## config.mk

```make
export PLATFORM = sky130hd
export DESIGN_NAME = pipelined_normalizer_32
export DESIGN_NICKNAME = d
export VERILOG_FILES = /design/src/rtl/norm_pkg.sv /design/src/rtl/norm_stage.sv /design/src/rtl/pipelined_normalizer_32.sv
export SDC_FILE = /design/constraint.sdc
export NUM_CORES = 1
export LEC_CHECK = 0
export BUFFER_PORTS_ARGS = -buffer_cell sky130_fd_sc_hd__buf_4
export CAP_MARGIN = 20
export CELL_PAD_IN_SITES_DETAIL_PLACEMENT = 1
export CELL_PAD_IN_SITES_GLOBAL_PLACEMENT = 2
export CORE_MARGIN = 4
export CORE_UTILIZATION = 38
export DETAILED_ROUTE_END_ITERATION = 10
export GPL_TIMING_DRIVEN = 0
export HOLD_SLACK_MARGIN = 0.03
export PLACE_DENSITY_LB_ADDON = 0.2
export SLEW_MARGIN = 20
export SYNTH_ARGS = -nofsm -noshare
export SYNTH_HDL_FRONTEND = slang
export SYNTH_SLANG_ARGS = --single-unit
```

## constraint.sdc

```tcl
create_clock -name clk -period 3.98 [get_ports clk]
set_input_delay 0.199 -clock clk [delete_from_list [all_inputs] [get_ports clk]]
set_output_delay 0.199 -clock clk [all_outputs]
set_load 0.05 [all_outputs]
```

## src/rtl/norm_pkg.sv

```systemverilog
// rtl/norm_pkg.sv - shared constants and stage record for the leading-zero normalizer
package norm_pkg;

  localparam int WIDTH = 32;
  localparam int TAG_W = 4;
  localparam int S     = $clog2(WIDTH);
  localparam int SHW   = S + 1;

  // One pipeline slot: the word in flight, the shift bits decided so far,
  // and the sideband tag that rides along untouched.
  typedef struct packed {
    logic             valid;
    logic [WIDTH-1:0] data;
    logic [SHW-1:0]   shamt;
    logic [TAG_W-1:0] tag;
  } stage_t;

endpackage

```

## src/rtl/norm_stage.sv

```systemverilog
// rtl/norm_stage.sv - one normalization level: shift left by W when the top W bits are zero
module norm_stage
  import norm_pkg::*;
#(
  parameter int W   = 1,
  parameter int BIT = 0
) (
  input  logic   clk,
  input  logic   reset,
  input  logic   enable,
  input  stage_t in_stage,
  output stage_t out_stage
);

  stage_t stage_d;
  stage_t stage_q;
  logic   top_zero;

  // Decide this level's shift; hold everything (valid included) while stalled.
  always_comb begin
    top_zero = (in_stage.data[WIDTH-1 -: W] == '0);
    stage_d  = stage_q;
    if (enable) begin
      stage_d = in_stage;
      if (top_zero) begin
        stage_d.data       = in_stage.data << W;
        stage_d.shamt[BIT] = 1'b1;
      end
    end
  end

  // Stage register with synchronous clear.
  always_ff @(posedge clk) begin
    if (reset) begin
      stage_q <= '0;
    end else begin
      stage_q <= stage_d;
    end
  end

  assign out_stage = stage_q;

endmodule

```

## src/rtl/pipelined_normalizer_32.sv

```systemverilog
// rtl/pipelined_normalizer_32.sv - pipelined leading-zero normalizer with valid/ready handshake
module pipelined_normalizer_32
  import norm_pkg::*;
(
  input  logic             clk,
  input  logic             reset,
  input  logic             in_valid,
  output logic             in_ready,
  input  logic [WIDTH-1:0] in_data,
  input  logic [TAG_W-1:0] in_tag,
  output logic             out_valid,
  input  logic             out_ready,
  output logic [WIDTH-1:0] out_data,
  output logic [SHW-1:0]   out_shamt,
  output logic             out_zero,
  output logic [TAG_W-1:0] out_tag
);

  stage_t chain [S+1];
  logic   advance;
  logic   last_zero;

  // Global stall: the whole pipe moves only when the output slot is empty or drained.
  assign advance  = ~chain[S].valid | out_ready;
  assign in_ready = advance;

  // A bubble enters stage 0 whenever in_valid is low and the pipe advances.
  assign chain[0] = '{valid: in_valid, data: in_data, shamt: '0, tag: in_tag};

  // Coarsest shift first: 16, 8, 4, 2, 1 for a 32-bit word.
  for (genvar k = 0; k < S; k++) begin : g_stage
    norm_stage #(
      .W   (WIDTH >> (k + 1)),
      .BIT (S - 1 - k)
    ) u_stage (
      .clk       (clk),
      .reset     (reset),
      .enable    (advance),
      .in_stage  (chain[k]),
      .out_stage (chain[k+1])
    );
  end

  // Zero fix-up on the last register: an all-zero word never gets its MSB set,
  // so report the full width as the shift amount.
  always_comb begin
    last_zero = chain[S].valid & ~chain[S].data[WIDTH-1];
    out_valid = chain[S].valid;
    out_zero  = last_zero;
    out_shamt = last_zero ? SHW'(WIDTH) : chain[S].shamt;
    out_data  = chain[S].data;
    out_tag   = chain[S].tag;
  end

endmodule

```

==> results by stage, run 1 <==
Status:
- The run finished with clean final reports.

Synthesis:
- Yosys attributes the largest share of cell area to dfxtp_1 48%, nand2_1 7.4%, mux2i_1 5.5%.
- Counting flops with an async set or reset pin after synthesis yields a share of 0%.
- The mapped netlist covers roughly 0.0084 mm2.
- The synthesized netlist contains 33 unique library cells.
- The synthesized design contains 200 register bits.
- The biggest area contributor in the post-synthesis netlist is dfxtp_1.
- Yosys mapped a number of flops with a built-in enable equal to 0.
- Synthesis produced ~980 cells.
- The number of nets handed over by synthesis was between 1000 and 1500.
- In the synthesized netlist the dominant register cell turns out to be dfxtp_1.
- The top-area cell type share of the netlist area is a little under half.
- The average cell area after synthesis is 8.557 um2.
- The total of warnings raised by yosys is 0.
- The share of synthesized area occupied by flip-flops and latches is between 40% and 50%.

Floorplanning:
- The die is 156.8 um tall.
- The area of the die is 0.02458 mm2.
- The number of rows in the core area is 54.
- The area inside the core boundary is 0.02182 mm2.
- The number of primary I/O pins is 85.
- The starting density of the core is 38.54%.
- Measured along the x axis, the die boundary spans 156.8 um.

GRT:
- The met3 capacity usage during global routing is 3.595%.
- The first global-routing pass estimated a little over 40000 um of wire.
- The via count of the first global-routing pass came to approximately 7600.
- The busiest metal layer after global routing is met2.
- Summed over all layers, the global routing overflow is 0.
- The initial antenna violation count was 0.
- For this run, global-route usage on met1 was measured as roughly 28%.
- The global routing usage on met2 is 34.98%.
- Entering global routing, the biggest net connects 19 pins.
- The overall track demand over capacity in global routing is 20.99%.

Worst setup path:
- Among all stages on the critical path, the largest delay is contributed by clkbuf_1.
- The critical path contains buffers and inverters numbering 5 combined.
- The worst setup path category is flip-flop to primary output.
- STA classifies the critical path endpoint as a primary output.
- Of all nets on the critical path, the largest fanout is 10.
- The dominant delay contributor by cell family on the critical path is buffers and inverters.
- The critical path goes through nor2b_1, clkbuf_1, inv_2, buf_2, clkbuf_1, buf_4.
- The worst setup path is launched from a flip-flop.
- The launching instance or port of the critical path is g_stage[4].u_stage.out_stage[42]$_SDFFE_PP0P_.
- The startpoint identified for the worst register-to-register timing path is g_stage[4].u_stage.out_stage[42]$_SDFFE_PP0P_.
- The endpoint required time on the critical path is about 3800 ps.
- The cell occurring most often along the worst timing path is clkbuf_1.
- The critical path data arrival time is roughly 2100 ps.
- The delay of the slowest cell on the worst path is 380 ps.

Clock network:
- The insertion delay of the later-clocked pin in the worst-skew pair is between 400 and 500 ps.
- The longest clock path from root to sink contains 2 buffers.
- TritonCTS built the clock tree.
- The clock net sink count is 200.
- The number of buffers inserted during clock tree synthesis is 17.
- The number of gates resized after cts is 0.
- The clock root buffer master is clkbuf_16.
- The hold buffer count at cts is 19.
- Buffers added to address setup during post-CTS repair amount to 0.
- The H-tree was split into 4 levels.
- The clock-pin transition on the worst setup and hold timing paths is 80 ps.

Placed design:
- At the end of routability-driven placement, the weighted congestion stood at 0.8857.
- The count of buffers added on input and output ports is 84.
- The placed instances occupy a cell area of ~0.0094 mm2.
- The HPWL after detailed placement is ~19000 um.

Routing:
- The post-detailed-route count of antenna-violating nets is 0.
- After detailed routing, the average wire length per cell comes to about 18 um.
- The DRC violation count after routing is 0.
- The final wirelength is approximately 25000 um.
- Before antenna repair, the detailed router went through 4 iterations.
- After detailed routing, the number of vias per cell comes to 5.331.
- The via total after detailed routing is 7453.
- The DRC violation total after the first TritonRoute iteration is about 380.

Finish:
- Cells with a size suffix above 1 make up between 15 and 20% of the layout.
- The library cells used most frequently in the layout, excluding fill and tap cells, are 200 x dfxtp_1, 166 x nand2_1, 122 x buf_4.
- Leaving out fill and tap cells, the most frequent cell in the layout is dfxtp_1.
- The synthesis-to-layout area growth is 20.88%.
- The flip-flop count of the largest register after layout is 200.
- Summing all non-filler instances in the final layout gives an area of between 0.01 and 0.015 mm2.
- The count of antenna diodes in the layout is 0.
- The final-stage net count is 1145.

Pwr:
- The post-layout total power is ~4400 uW.
- The maximum resistive drop on vdd is slightly below 0.3 mV.
- The static power due to leakage is ~0.0039 uW.
- Power spread over the standard cell area amounts to ~430 mW/mm2.

Timing:
- The shortest clock period the worst path allows after layout is ~2300 ps.
- The final number of setup-violating endpoints is 0.
- The number of slew-limit violations in the final report came to 0.
- Derived from the worst setup path, the maximum achievable clock frequency is ~0.43 GHz.
- The total count of hold-check failures in the final report is 0.
- The actual slew at the worst max-slew pin is about 800 ps.
- For the final database, setup skew stands at 12.03 ps.
- Summed over all failing endpoints, the final setup total negative slack is 0 ps.
- Setup repair after global routing left no endpoint under its margin.
- Dividing the final minimum period by the clock period gives slightly below 60%.
- Headroom to the max-slew limit came out at a little under half.

Min path:
- The worst hold path belongs to the class input pin to flip-flop.
- The startpoint identified for the worst hold timing path is in_data[2].

Run:
- The tool flagged a number of max-cap violations equal to 0.
[cell families (layout without fill, tap and decap cells)]
kind of cell	count (synthesis)	count (layout)	synth area share (%)
simple gates	316	316	16.45
mux	46	46	5.474
flops	200	200	47.60
buf+inv	133	268	8.166
compound gates	288	288	22.31
[routing by layer]
metal / vias to the layer above / share of wire [%]
met5: - / 0
met4: 0 / 2.1
met3: 28 / 3.3
met2: 132 / 47
met1: 3563 / 47
li1: 3730 / -
[synth_stat cells, drive strengths merged (15+ instances only)]
cell    count
clkbuf     57
dfxtp     200
a21oi      52
a32o       16
mux2i      46
a31oi      24
nor4       15
o22ai      16
nand2     166
nand3      22
nor2       87
a211oi     59
a311oi     36
buf        73
o21ai      76
[final cells by class]
cell class	instances	area, um2
Inverter	3	11.26
Clock inverter	13	132.6
Fill cell	2611	11650
Clock buffer	19	452.9
Tap cell	280	350.3
Timing Repair Buffer	103	820.8
Sequential cell	200	4004
Buffer	130	675.6
Multi-Input combinational cell	650	3721
[worst paths after layout]
path / slack, ps / depth (start not counted) / to
min: 50 / 2 / g_stage[0].u_stage.out_stage[12]$_SDFFE_PP0P_
max reg2reg: 2030 / 7 / g_stage[0].u_stage.out_stage[28]$_SDFFE_PP0P_
max: 1670 / 6 / in_ready
min reg2reg: 450 / 2 / g_stage[4].u_stage.out_stage[5]$_SDFFE_PP0P_
[power by group]
group          internal [uW]  total [uW]  leakage (uW)  switching (uW)
combinational            179         447       0.00200             268
clock                    918        1750      0.000287             828
sequential              2090        2170       0.00164            78.7
total                   3190        4360       0.00392            1170
[through the flow]
stage,hold WS (ps),worst slack [ps],util (%),std cells
after floorplan,339.5,2009,-,983
after global placement,434.5,1860,43.04,1347
after detailed placement,444.9,1886,43.04,1347
after CTS,32.80,1627,46.59,1398
after global routing,41.06,1484,46.59,1398
final,46.26,1667,46.59,1398
Power figures use the tool's default switching activity.
==> run 2, diff against run 1 <==
--- a/config.mk
+++ b/config.mk
@@ -5,12 +5,13 @@
 export SDC_FILE = /design/constraint.sdc
 export NUM_CORES = 1
 export LEC_CHECK = 0
+export ABC_AREA = 1
 export BUFFER_PORTS_ARGS = -buffer_cell sky130_fd_sc_hd__buf_4
 export CAP_MARGIN = 20
 export CELL_PAD_IN_SITES_DETAIL_PLACEMENT = 1
 export CELL_PAD_IN_SITES_GLOBAL_PLACEMENT = 2
 export CORE_MARGIN = 4
-export CORE_UTILIZATION = 38
+export CORE_UTILIZATION = 34
 export DETAILED_ROUTE_END_ITERATION = 10
 export GPL_TIMING_DRIVEN = 0
 export HOLD_SLACK_MARGIN = 0.03
==> constraint.sdc (replaced) <==
create_clock -name clk -period 2.2 [get_ports clk]
set_input_delay 0.11 -clock clk [delete_from_list [all_inputs] [get_ports clk]]
set_output_delay 0.11 -clock clk [all_outputs]
set_load 0.05 [all_outputs]
==> run 2 against run 1 <==
Final cell count up 24%; global-route usage decreased by 1.1 points; clock skew rose by 0.57 ps; via count grew 12%; clock power increased by 82%; first-iteration DRC count up 26%; sequential cell count stayed put; total power rose by 90%; critical endpoint unchanged; largest cell class unchanged; highest routed layer unchanged.
==> results by stage, run 2 <==
Floorplanning:
- The floorplan step defined a die boundary enclosing between 0.02 and 0.03 mm2.
- The starting density of the core is about a third.
- The die is 171.4 um wide.
- The die is between 150 and 200 um tall.
- The area inside the core boundary is around 0.026 mm2.
- The number of rows in the core area is 59.
- 85 I/O pins were placed.

Synthesis:
- The most frequent cell after synthesis is nand2_1.
- Among all flip-flop cells after synthesis, the most frequent one is dfxtp_1.
- Ranked by total cell area, the synthesized netlist is headed by dfxtp_1 44%, nand2_1 11%, o21ai_0 7.2%.
- The biggest area contributor in the post-synthesis netlist is dfxtp_1.
- Counting distinct cell types in the post-synthesis netlist gives 30.
- After synthesis, flip-flops and latches occupy between 40% and 50% of the total area.
- The fraction of registers with async set or reset after synthesis is 0%.
- Counting flops and latches in the post-synthesis netlist gives 200.
- Yosys printed 0 warnings.
- The post-synthesis cell area is 0.009075 mm2.
- Counting every net in the synthesized netlist gives roughly 1300.
- Counting instances in the post-synthesis netlist gives the leading cell types as 263 x nand2_1, 200 x dfxtp_1, 140 x inv_1.
- In this run the mean area of a mapped cell was slightly above 7 um2.
- The top cell type by area accounts for between 40% and 50% of the synthesized area.
- The number of flops mapped to enable cells by yosys is 0.
- The number of standard cells after synthesis is around 1300.

Pwr:
- The clock network accounts for between 30% and 40% of the total power.
- The switching share of total power is just under 30%.
- The internal power is approximately 5800 uW.
- The power spent charging and discharging nets is 2417 uW.
- Power spread over the standard cell area amounts to ~750 mW/mm2.
- IR analysis of the VDD net gives a maximum drop of 0.3693 mV.
- In this run, flip-flops and latches consume approximately 48% of the power.
- The portion of total power attributed to combinational logic is between 10% and 20%.
- The static power due to leakage is about 0.0051 uW.

Placed design:
- The placer congestion estimate is 0.8347.
- The count of buffers added on input and output ports is 83.
- The number of placed instances, taps included, is 1670.
- The minimum setup slack after placement is between 300 and 400 ps.
- Detailed placement finished with a half-perimeter wire length of around 22000 um.

Timing:
- The final number of setup-violating endpoints is 0.
- For this run, the top clock speed supported by timing is between 0.5 and 0.6 GHz.
- Subtracting the final worst setup slack from the clock period gives around 1800 ps.
- Once routing completed, OpenROAD measured the worst setup slack at roughly 400 ps.
- The number of slew-limit violations in the final report is 0.
- At the pin with the least slew margin, the transition time is between 600 and 700 ps.
- Setup repair after global routing left no endpoint under its margin.
- The final critical path takes up between 80% and 90% of the cycle.
- The total negative setup slack is 0 ps.
- The setup clock skew after layout is between 10 and 15 ps.
- The relative max-transition margin is about three fifths.
- The total count of hold-check failures in the final report is 0.

GRT:
- Entering global routing, the biggest net connects 20 pins.
- The initial antenna violation count is 0.
- The remaining global-route overflow is 0.
- The first-pass GRT wire length is 45640 um.
- Global routing used 19.87% of the available tracks across all layers.
- The via count of the first global-routing pass came to about 8300.

Finish:
- Compared with the post-synthesis result, the final layout area differs by 21.09%.
- The final-stage net count is around 1400.
- In the final layout, the share of cells above drive strength 1 is 17.35%.
- The register with the most flip-flops in the layout has 200 of them.
- The number of antenna diodes in the final layout is 0.
- The most frequent standard cell in the layout excluding fill and tap cells is nand2_1.
- The fill cell total of the finished layout is about 3300.
- Leaving out fill and tap cells, the most frequent cells in the layout are 263 x nand2_1, 200 x dfxtp_1, 140 x inv_1.
- Once layout is complete, the utilization of the core stands at 42.05%.
- The area used by multi-input combinational logic is ~0.0038 mm2.
- The finished layout holds 1730 standard cells, fillers aside.
- Registers take 0.004004 mm2.

Routing:
- The final wirelength is approximately 29000 um.
- For this block, the initial DRC count from the detailed router was 484.
- The DRC violation count after routing is 0.
- In the final routed layout, each cell accounts on average for approximately 17 um.
- The count of TritonRoute iterations in the first routing pass is 4.
- The via total after detailed routing is about 8300.
- The via-per-instance ratio is ~4.8.
- The post-detailed-route count of antenna-violating nets is 0.

Worst setup path:
- The worst setup path is captured at a primary output.
- At the worst endpoint, the required time is 2090 ps.
- The critical path is of the flip-flop to primary output type.
- The largest fanout on the critical path is 19.
- Data arrives at the worst endpoint at approximately 1700 ps.
- STA classifies the critical path startpoint as a flip-flop.

Clock network:
- The number of gates resized after cts is 0.
- The maximum clock insertion buffer count is 2.
- The number of H-tree levels is 4.
- The CTS tree is yes.
- The clock net sink count is 200.
- After clock tree synthesis, the clock-pin slew on the worst setup and hold paths is about 80 ps.
- The root buffer cell chosen for the clock tree is clkbuf_16.
- Buffers inserted during clock tree synthesis total 17.
- The insertion delay of the later-clocked pin in the worst-skew pair is about 440 ps.

Min path:
- The min-delay analysis places its worst path in the category input pin to flip-flop.

Run:
- Max-cap violations in this run came to 0.

Status:
- The run finished with clean final reports.
[run 2: what timing repair did]
action | CTS | global route
buffers inserted | 0 | 0
setup endpoints to repair | 0 | 1
hold endpoints to repair | 29 | 0
hold buffers | 29 | 0
[run 2: worst max-delay path: stages, from the launching register on]
cell     delay, ps
dfxtp_1        330
inv_2           70
nor2_2          50
inv_2          160
buf_2          370
buf_4          280
[run 2: power groups by stage]
stage                     registers, uW  clock network [uW]  logic (uW)
after floorplan                    3980                   0         748
after global placement             4030                   0        1070
after detailed placement           4040                   0        1090
after CTS                          3950                3240        1130
after global routing               3970                3390        1250
final                              3950                3190        1130
[run 2: routing by layer]
metal | up-vias | part of all wire, % | GRT usage, %
met1 | 3925 | 50 | 27.44
met5 | - | 0 | 0
met4 | 0 | 1.5 | 4.995
met2 | 110 | 46 | 33.12
met3 | 26 | 2.3 | 2.528
li1 | 4257 | - | -
[run 2: path summary, 6_finish.rpt]
kind,slack [ps],cells past startpoint,end,from
worst max-delay path,390,5,in_ready,g_stage[4].u_stage.out_stage[42]$_SDFFE_PP0P_
worst min-delay path,40,5,g_stage[0].u_stage.out_stage[37]$_SDFFE_PP0P_,in_data[27]
worst max register to register,430,7,g_stage[1].u_stage.out_stage[25]$_SDFFE_PP0P_,g_stage[4].u_stage.out_stage[42]$_SDFFE_PP0P_
worst min register to register,460,2,g_stage[4].u_stage.out_stage[7]$_SDFFE_PP0P_,g_stage[4].u_stage.out_stage[7]$_SDFFE_PP0P_
[run 2: layout make-up]
cell class,count,area share (%)
multi-input cells,773,34.37
plain buffers,125,6.467
well taps,335,3.814
inverters,153,5.272
repair buffers,112,8.312
flip-flops and latches,200,36.43
clock inverters,14,1.423
clock buffers,18,3.905
[run 2: through the flow]
stage | hold slack [ps] | area (um2) | power (uW)
final | 40.18 | 10990 | 8266
after global routing | 53.75 | 10990 | 8614
after CTS | 30.18 | 10990 | 8330
after detailed placement | 355.3 | 10120 | 5122
after global placement | 347.1 | 10120 | 5104
after floorplan | 258.8 | 9075 | 4728
[run 2: cell families after synthesis]
logic type	after synthesis	synth area share, %
buf+inv	279	14.26
simple gates	445	20.53
flops	200	44.12
compound gates	328	21.09
